$ cat src/rtl/booth_r4_seq.sv
// Iterative radix-4 Booth multiplier: WIDTH x WIDTH -> 2*WIDTH, one Booth digit per clock,
// run-time signed/unsigned mode, valid/ready on both sides and a consumed-result counter.
module booth_r4_seq #(
    parameter int WIDTH = 32,
    parameter int CNT_W = 16
) (
    input  logic                 clk,
    input  logic                 rst_n,
    input  logic                 in_valid,
    output logic                 in_ready,
    input  logic [WIDTH-1:0]     multiplicand,
    input  logic [WIDTH-1:0]     multiplier,
    input  logic                 is_signed,
    output logic                 out_valid,
    input  logic                 out_ready,
    output logic [2*WIDTH-1:0]   result,
    output logic                 busy,
    output logic [CNT_W-1:0]     op_count
);

    localparam int N  = WIDTH / 2 + 1;
    localparam int AW = 2 * WIDTH + 2;
    localparam int BW = WIDTH + 3;
    localparam int KW = $clog2(N) + 1;

    if ((WIDTH % 2) != 0 || WIDTH < 4) begin : g_badWidth
        $error("booth_r4_seq: WIDTH must be even and >= 4");
    end

    typedef enum logic [1:0] {
        S_IDLE,
        S_CALC,
        S_DONE
    } state_t;

    state_t              r_state;
    state_t              w_next;
    logic [AW-1:0]       r_a;
    logic [AW-1:0]       r_acc;
    logic [BW-1:0]       r_b;
    logic [KW-1:0]       r_k;
    logic [2*WIDTH-1:0]  r_result;
    logic [CNT_W-1:0]    r_count;

    logic [AW-1:0]       w_aExt;
    logic [BW-1:0]       w_bExt;
    logic [AW-1:0]       w_pp;
    logic [AW-1:0]       w_accNext;
    logic                w_accept;
    logic                w_consume;
    logic                w_lastDigit;

    // The two extra top bits of B give unsigned operands a final non-negative digit.
    assign w_aExt = is_signed ? {{(WIDTH + 2){multiplicand[WIDTH-1]}}, multiplicand}
                              : {{(WIDTH + 2){1'b0}}, multiplicand};
    assign w_bExt = is_signed ? {{2{multiplier[WIDTH-1]}}, multiplier, 1'b0}
                              : {2'b00, multiplier, 1'b0};

    assign w_accept    = in_valid && (r_state == S_IDLE);
    assign w_consume   = out_ready && (r_state == S_DONE);
    assign w_lastDigit = (r_k == KW'(N - 1));
    assign w_accNext   = r_acc + w_pp;

    // r_a is pre-shifted by 2k and r_b shifted down, so the current digit is always r_b[2:0].
    always_comb begin
        w_pp = '0;
        case (r_b[2:0])
            3'b001, 3'b010: w_pp = r_a;
            3'b011:         w_pp = r_a << 1;
            3'b100:         w_pp = ~(r_a << 1) + AW'(1);
            3'b101, 3'b110: w_pp = ~r_a + AW'(1);
            default:        w_pp = '0;
        endcase
    end

    always_ff @(posedge clk or negedge rst_n) begin
        if (!rst_n) begin
            r_state <= S_IDLE;
        end else begin
            r_state <= w_next;
        end
    end

    always_comb begin
        w_next = r_state;
        case (r_state)
            S_IDLE:  if (in_valid)    w_next = S_CALC;
            S_CALC:  if (w_lastDigit) w_next = S_DONE;
            S_DONE:  if (out_ready)   w_next = S_IDLE;
            default: w_next = S_IDLE;
        endcase
    end

    always_ff @(posedge clk or negedge rst_n) begin
        if (!rst_n) begin
            r_a      <= '0;
            r_b      <= '0;
            r_acc    <= '0;
            r_k      <= '0;
            r_result <= '0;
        end else if (w_accept) begin
            r_a   <= w_aExt;
            r_b   <= w_bExt;
            r_acc <= '0;
            r_k   <= '0;
        end else if (r_state == S_CALC) begin
            r_acc <= w_accNext;
            r_a   <= r_a << 2;
            r_b   <= r_b >> 2;
            r_k   <= r_k + KW'(1);
            if (w_lastDigit) begin
                r_result <= w_accNext[2*WIDTH-1:0];
            end
        end
    end

    always_ff @(posedge clk or negedge rst_n) begin
        if (!rst_n) begin
            r_count <= '0;
        end else if (w_consume) begin
            r_count <= r_count + CNT_W'(1);
        end
    end

    assign in_ready  = (r_state == S_IDLE) && rst_n;
    assign out_valid = (r_state == S_DONE);
    assign busy      = (r_state == S_CALC);
    assign result    = r_result;
    assign op_count  = r_count;

endmodule
$ cat config.mk
export PLATFORM = sky130hd
export DESIGN_NAME = booth_r4_seq
export DESIGN_NICKNAME = d
export VERILOG_FILES = /design/src/rtl/booth_r4_seq.sv
export SDC_FILE = /design/constraint.sdc
export NUM_CORES = 1
export LEC_CHECK = 0
export CAP_MARGIN = 20
export CORE_MARGIN = 2
export CORE_UTILIZATION = 45
export DETAILED_ROUTE_END_ITERATION = 10
export PLACE_DENSITY = 0.73
export SETUP_SLACK_MARGIN = 0.15
export SLEW_MARGIN = 30
export SYNTH_ARGS = -nofsm -noshare
export SYNTH_HDL_FRONTEND = slang
export SYNTH_SLANG_ARGS = --single-unit
$ cat constraint.sdc
create_clock -name clk -period 6.6 [get_ports clk]
set_input_delay 1.32 -clock clk [delete_from_list [all_inputs] [get_ports clk]]
set_output_delay 1.32 -clock clk [all_outputs]
set_load 0.005 [all_outputs]
==> results.txt, run 1 <==
Clock Path Buffers: 3
Area leader, netlist: dfrtp_1
Initial antenna violation count: 1
Vias in the first global route: 15,695
Dpl hpwl: 39,100 um
Die ar.: 0.0403 mm^2
Setup TNS: 0 ps
Area delta synth->final: 16.4%
IO Port Bufs: 151
Final wirelength: 54,700 um
CP arrival: 6530 ps
Endpoints failing hold: 0
Critical path fanouts, max: 11
Slew Viols, Final: 0
Final std cells w/o fill: 2,758
Ant. Diodes: 0
Largest net degree at the start of global routing: 105
Most used DFF post-synth: dfrtp_1
Share of cells above drive strength 1: 6.21%
Final instance area: 0.0203 mm^2
Layout fillers: 3,639
Met3 Use GR: 3.30%
Syn Inst Count: 2,182
Ratio of final minimum period to clock period: 92.2%
DRT iter0 DRCs: 1,678
Clock Sinks: 250
Initial Util: 45.3%
Met2 usage: 41.7%
Die H: 201 um
Sequential share of the synthesized area: 35.9%
Startpoint types: flop
Floorplan row count: 72
Inst Count DP: 2,704
Warnings, synthesis: 0
Min-Delay Path Class: flop to flop
NumNets Final: 2,355
Clock latency on the worst-skew pair: 590 ps
Min cycle time layout: 6090 ps
Yosys reg bits: 250
Status: complete, no violations
Routability cong.: 0.972
Setup Crit Path Kind: flop to flop
Clock Pin Slew Worst Setup and Hold Paths: 60 ps
Clock Skew: 40.4 ps
Setup Viol. Count Final: 0
WL/cell: 19.8 um
Antenna Nets Post-Route: 0
Vias: 16,667
GRT Util Overall: 26.7%
Placed cell area: 0.0192 mm^2
Die width: 201 um
CP endpoint kind: flop
Core Area: 0.0385 mm^2
Synthesized Nets: 2,319
GRT Residual Overflow: 0
Post-synth cell types: 77
CTS root buf: clkbuf_16
Max-cap violations: 0
Ys async rst share: 100%
Ports: 152
Final Util: 52.7%
CTS Hold Bufs: 0
Top cells by area, synth: dfrtp_1 (36%), nand2_1 (8.4%), o21ai_0 (5.7%)
Drt drc: 0
GRT Max-Usage Layer: met2
EDFF count, synth: 0
Max Clk Rate: 164 MHz
Worst-Margin Slew: 910 ps
Syn_area_per_cell: 7.99 um^2
Initial DRT Pass Iterations: 7
M1 GR Usage: 38.8%
Synthesized area: 0.0174 mm^2
CTS tree: built
Num CTS Buffers: 28
Unrepaired setup endpoints after global routing: no
Via density: 6.04
First-pass GRT wire length: 87,700 um
CP required: 7050 ps
H-tree levels: 1
Share of the synthesized area in the top cell type: 35.9%
Rel. slew slack: 39.2%
layout by cell type, fill, tap and decap left out, types with 37 or more instances in the layout:
cell type | synthesis | routed
nand2_1 | 389 | 387
dfrtp_1 | 250 | 247
o21ai_0 | 198 | 198
clkdlybuf4s50_1 | 0 | 150
nand3_1 | 145 | 145
a21oi_1 | 114 | 113
nor2_1 | 112 | 110
xnor2_1 | 85 | 85
a22oi_1 | 80 | 80
xor2_1 | 69 | 69
ha_1 | 67 | 67
a21o_1 | 44 | 44
buf_4 | 0 | 41
nor3_1 | 38 | 38
nand4_1 | 37 | 37
cells in the mapped netlist, types with 10 or more instances:
master / n
o22ai_1: 13
a31oi_1: 21
xnor2_1: 85
o31ai_1: 12
a21oi_1: 114
nor4_1: 17
a22oi_1: 80
ha_1: 67
clkbuf_1: 176
or3_1: 28
o21a_1: 15
nand3_1: 145
mux2_2: 10
and3_1: 11
o221ai_1: 12
nor3_1: 38
nor2_1: 112
nand2_1: 389
dfrtp_1: 250
xor2_1: 69
a221oi_1: 13
nand2b_1: 16
mux2i_1: 16
nand4_1: 37
and2_1: 13
o21bai_1: 13
o211ai_1: 11
buf_1: 10
o21ai_0: 198
inv_1: 28
a21o_1: 44
path summary, 6_finish.rpt:
| path | end | slack, ps | start | cells past startpoint |
|---|---|---|---|---|
| min reg2reg | result[38] | 470 | result[38] | 2 |
| max in group asynchronous | result[30] | 4500 | rst_n | 2 |
| min in group asynchronous | r_acc[63] | 760 | rst_n | 1 |
| min | result[38] | 470 | result[38] | 2 |
| max | result[63] | 510 | r_a[9] | 20 |
| max reg2reg | result[63] | 510 | r_a[9] | 20 |
routing by layer:
layer / part of all wire (%) / up-vias
li1: - / 7886
met1: 45 / 8044
met3: 7.0 / 97
met2: 45 / 638
met4: 2.9 / 2
met5: 0.024 / -
registers in the layout, summed over array words and instances, names as in the netlist:
signal,flops
r_acc,64
r_b,34
r_state,2
r_a,64
result,64
op_count,16
r_k,6
critical path, cell delays in order, from the launching register on:
cell and delay [ps]:
dfrtp_1 490, or4_4 600, or3_4 390, or3_1 460, or3_1 370, or3_4 370
nor3_4 150, xnor2_1 110, a221oi_2 240, a31oi_1 90, ha_1 460, nand4_1 250
nor3_1 260, buf_4 160, nand3_1 90, a211o_1 270, a31oi_2 260, o211ai_1 180
a21oi_2 250, xnor3_1 240, mux2_2 260
repair_timing:
action,4_1_cts,5_1_grt
buffers inserted,0,2
endpoints found under the setup margin,0,2
resized for setup,0,3
hold endpoints to repair,0,0
per-stage QoR:
stage	hold WS, ps	setup WS, ps
2_1_floorplan	446	1070
3_3_place_gp	458	419
3_5_place_dp	463	444
4_1_cts	478	371
5_1_grt	492	215
6_report	474	514
kinds of logic after synthesis:
group,share of synthesized area (%)
AND/OR/NAND/NOR,22.5
AO/OA/AOI/OAI,22.5
flip-flops,35.9
buffers and inverters,4.74
XOR/XNOR,7.87
adder cells (fa/ha/maj),4.92
multiplexers,1.56
area by class of cell:
cell class	count	area, um^2	area share (%)
sequential	250	6260	30.9
clock buffer	40	816	4.02
inverter	30	115	0.567
clock inverter	12	205	1.01
multi-input combinational	1714	10400	51.2
timing repair buffer	194	1850	9.10
tap	518	648	3.19
Power of run 1 is not shown: default switching activity piles up to over one toggle a cycle in this logic, so the estimate is an artifact.
==> inputs of run 2 (changes only) <==
--- a/config.mk
+++ b/config.mk
@@ -13,2 +13,3 @@
 export SETUP_SLACK_MARGIN = 0.15
+export SKIP_CTS_REPAIR_TIMING = 1
 export SLEW_MARGIN = 30
==> constraint.sdc (replaced) <==
create_clock -name clk -period 6.6 [get_ports clk]
set_input_delay 1.65 -clock clk [delete_from_list [all_inputs] [get_ports clk]]
set_output_delay 1.65 -clock clk [all_outputs]
set_load 0.005 [all_outputs]
==> run 2 against run 1 <==
Effect of this change: design area down 0.17%; routed wire length up 1.2%; hold slack about the same; critical endpoint unchanged.
==> results.txt, run 2 (synthesized netlist as in run 1, its figures left out) <==
Via density: 6.08
Unrepaired setup endpoints after global routing: no
Most frequent cells in the layout: nand2_1 (387), dfrtp_1 (247), o21ai_0 (198)
Setup TNS: 0 ps
Ports: 152
Slew Viols, Final: 0
CP arrival: 6560 ps
Final instance area: 0.0203 mm^2
Max Clk Rate: 163 MHz
Floorplan row count: 72
Drt drc: 0
Commonest non-fill, non-tap cell in the layout: nand2_1
Final wirelength: 55,400 um
Largest net degree at the start of global routing: 104
Die H: 201 um
Area delta synth->final: 16.2%
Rel. slew slack: 40.9%
Area of the multi-input gates: 0.0104 mm^2
Die ar.: 0.0403 mm^2
Initial Util: 45.3%
Min-Delay Path Class: flop to flop
Layout fillers: 3,623
Initial antenna violation count: 2
Die width: 201 um
WL/cell: 20.1 um
Max-cap violations: 0
Vias: 16,771
Critical path fanouts, max: 11
First-pass GRT wire length: 87,700 um
Placed cell area: 0.0193 mm^2
Clock latency on the worst-skew pair: 580 ps
Ant. Diodes: 0
Initial DRT Pass Iterations: 6
Worst-Margin Slew: 887 ps
Antenna Nets Post-Route: 0
Setup WS pre-CTS: 292 ps
Min cycle time layout: 6120 ps
Clock Sinks: 250
Status: complete, no violations
Clock Path Buffers: 3
GRT Util Overall: 26.8%
Final Worst Setup Slack: 483 ps
Core Area: 0.0385 mm^2
Clock Skew: 24.2 ps
CTS root buf: clkbuf_16
IO Port Bufs: 151
DRT iter0 DRCs: 1,779
Startpoint types: flop
Dpl hpwl: 39,800 um
CP required: 7050 ps
Setup Viol. Count Final: 0
Endpoints failing hold: 0
Ratio of final minimum period to clock period: 92.7%
Clock Pin Slew Worst Setup and Hold Paths: 60 ps
GRT Residual Overflow: 0
Num CTS Buffers: 29
Routability cong.: 0.939
Vias in the first global route: 15,861
Total area of sequential cells: 0.00626 mm^2
CTS tree: built
Setup Crit Path Kind: flop to flop
Share of cells above drive strength 1: 6.42%
Inst Count DP: 2,706
NumNets Final: 2,358
Final std cells w/o fill: 2,760
H-tree levels: 1
CP endpoint kind: flop
==> run 2: changes by cell type in the layout (fill, tap and decap cells not counted), moves of 2 or more <==
cell and change:
clkbuf_8 -2, clkinv_4 +4, clkinv_2 +2, bufinv_16 -4, clkbuf_1 -3, inv_6 +3
==> run 2: metrics by stage <==
stage / util [%] / hold slack, ps
floorplan: - / 446
global placement: 50.0 / 458
detailed placement: 50.1 / 463
CTS: 52.5 / 478
global route: 52.7 / 497
finish: 52.7 / 474
==> run 2: path summary, 6_finish.rpt <==
path	start	end	slack [ps]	depth (start not counted)
setup / recovery	r_a[9]	result[63]	480	21
hold / removal	r_b[5]	r_b[5]	470	2
setup reg to reg	r_a[9]	result[63]	480	21
hold reg to reg	r_b[5]	r_b[5]	470	2
max in group asynchronous	rst_n	r_b[1]	3840	3
min in group asynchronous	rst_n	result[54]	990	1
==> run 2: final cells by class <==
cell class	instances	share of cell area, %
clock buffers	36	3.96
clock inverters	16	0.692
inverters	30	0.568
multi-input cells	1714	51.4
flip-flops and latches	250	30.9
well taps	518	3.20
repair buffers	196	9.31
==> run 2: worst max-delay path, cell delays in order, from the launching register on <==
cell	delay (ps)
dfrtp_1	490
or4_4	600
or3_4	390
nor4_4	450
nand2_1	250
nor2_1	150
buf_4	160
nand2_1	130
o31ai_2	230
xnor2_1	120
a221oi_1	320
a31oi_1	90
ha_2	470
nand4_1	170
or3_1	400
nor2_1	260
nand2_1	130
a31oi_2	260
o211ai_1	160
a21oi_2	250
xnor3_1	230
mux2_2	270
==> run 2: per-layer routing <==
| metal | up-vias | wire length (um) | GRT usage [%] | part of all wire, % |
|---|---|---|---|---|
| met4 | 4 | 1980 | 9.76 | 3.6 |
| li1 | 7878 | - | - | - |
| met2 | 737 | 24300 | 41.1 | 44 |
| met5 | - | 27 | 0 | 0.049 |
| met3 | 123 | 4660 | 4.90 | 8.4 |
| met1 | 8029 | 24500 | 37.9 | 44 |
Power of run 2 is left out for the same reason.
==> inputs of run 3 (changes only) <==
- clock period: 6.6 -> 7.6 ns (I/O delays scaled with it)
==> run 3 against run 2 <==
Effect of this change: hold slack about the same; flip-flop and latch count unchanged; cell count decreased by 0.54%; highest routed layer unchanged; clock skew decreased by 12 ps; maximum frequency decreased by 1.8%.
==> results.txt, run 3 (synthesized netlist as in run 1, its figures left out) <==
Clock Path Buffers: 3
Vias: 16,535
Area delta synth->final: 15.7%
Die H: 201 um
WL/cell: 19.8 um
Initial Util: 45.3%
Ant. Diodes: 0
IO Port Bufs: 151
Largest net degree at the start of global routing: 101
H-tree levels: 1
CP required: 8040 ps
Core Area: 0.0385 mm^2
Via density: 6.02
Final wirelength: 54,400 um
Worst-Margin Slew: 903 ps
Die ar.: 0.0403 mm^2
Final hold slack: 474 ps
Setup TNS: 0 ps
Antenna Nets Post-Route: 0
Ports: 152
CTS root buf: clkbuf_16
Share of cells above drive strength 1: 5.52%
Clock latency on the worst-skew pair: 560 ps
Min cycle time layout: 6230 ps
Clock Pin Slew Worst Setup and Hold Paths: 60 ps
Floorplan row count: 72
Clock Sinks: 250
Final instance area: 0.0202 mm^2
Rel. slew slack: 39.6%
Startpoint types: flop
Min-Delay Path Class: flop to flop
Routability cong.: 0.952
Commonest non-fill, non-tap cell in the layout: nand2_1
Slew Viols, Final: 0
Worst path cell trace: or4_4, or3_4, nor4_4, nand4_1, or4_1, xor2_1, a221oi_1, a31oi_1, ha_1, nand4_1, or3_1, nor2_1, nand2_1, a31oi_1, o211ai_1, a21oi_1, xnor3_1, mux2_2
Status: complete, no violations
CP Buf/Inv Count: 0
CP arrival: 6670 ps
Setup Viol. Count Final: 0
Max-cap violations: 0
NumNets Final: 2,342
Endpoints failing hold: 0
Initial DRT Pass Iterations: 6
Setup Crit Path Kind: flop to flop
Clock Skew: 11.9 ps
Unrepaired setup endpoints after global routing: no
Die width: 201 um
Critical path's slowest cell: or4_4
GRT Residual Overflow: 0
CTS tree: built
Max stage delay on crit path: 600 ps
First-pass GRT wire length: 85,600 um
Layout fillers: 3,671
Critical path fanouts, max: 11
Delay-heaviest family, CP: simple AND/OR/NAND/NOR gates
CP endpoint kind: flop
Drt drc: 0
Max Clk Rate: 161 MHz
Placed cell area: 0.0191 mm^2
Initial antenna violation count: 2
Ratio of final minimum period to clock period: 82.0%
DRT iter0 DRCs: 1,572
Vias in the first global route: 15,341
Dpl hpwl: 39,000 um
GRT Util Overall: 26.3%
Num CTS Buffers: 29
Most frequent cells in the layout: nand2_1 (387), dfrtp_1 (247), o21ai_0 (198)
## run 3: changes by cell type in the layout (fill, tap and decap cells not counted), sizes merged
| cell | delta |
|---|---|
| buf | -16 |
| bufinv | +3 |
| clkbuf | +5 |
| inv | -3 |
| clkinvlp | +1 |
| clkinv | -5 |
## run 3: final cells by class
type,count,area [um^2],area share [%]
clock buffer,41,851,4.22
clock inverter,12,179,0.887
inverter,30,115,0.571
multi-input combinational,1714,10400,51.5
sequential,250,6260,31.0
tap,518,648,3.21
timing repair buffer,180,1730,8.60
## run 3: metrics by stage
step | setup slack [ps] | cells | util [%]
2_1_floorplan | 2070 | 2182 | -
5_1_grt | 938 | 2745 | 52.4
3_5_place_dp | 1430 | 2692 | 49.8
6_report | 1370 | 2745 | 52.4
3_3_place_gp | 1520 | 2692 | 49.8
4_1_cts | 1420 | 2745 | 52.4
## run 3: worst paths after layout
| path | end | startpoint | slack (ps) | cells past startpoint |
|---|---|---|---|---|
| max reg2reg | result[63] | r_a[9] | 1370 | 18 |
| min in group asynchronous | result[54] | rst_n | 1340 | 1 |
| min | result[20] | result[20] | 470 | 2 |
| max in group asynchronous | result[25] | rst_n | 4330 | 3 |
| max | result[63] | r_a[9] | 1370 | 18 |
| min reg2reg | result[20] | result[20] | 470 | 2 |
## run 3: worst min-delay path: cells and delay by family (launching register included)
kind | cells | cell delay (ps)
DFF | 1 | 340
AOI/OAI and AO/OA | 1 | 60
and+or+nand+nor | 1 | 50
## run 3: routing by layer
| layer | track usage [%] | wire (um) | vias to the layer above |
|---|---|---|---|
| li1 | - | - | 7838 |
| met1 | 37.7 | 24700 | 7977 |
| met2 | 39.8 | 23900 | 601 |
| met3 | 4.50 | 3890 | 115 |
| met4 | 9.50 | 1890 | 4 |
| met5 | 0 | 27 | - |
Power of run 3 is left out for the same reason.
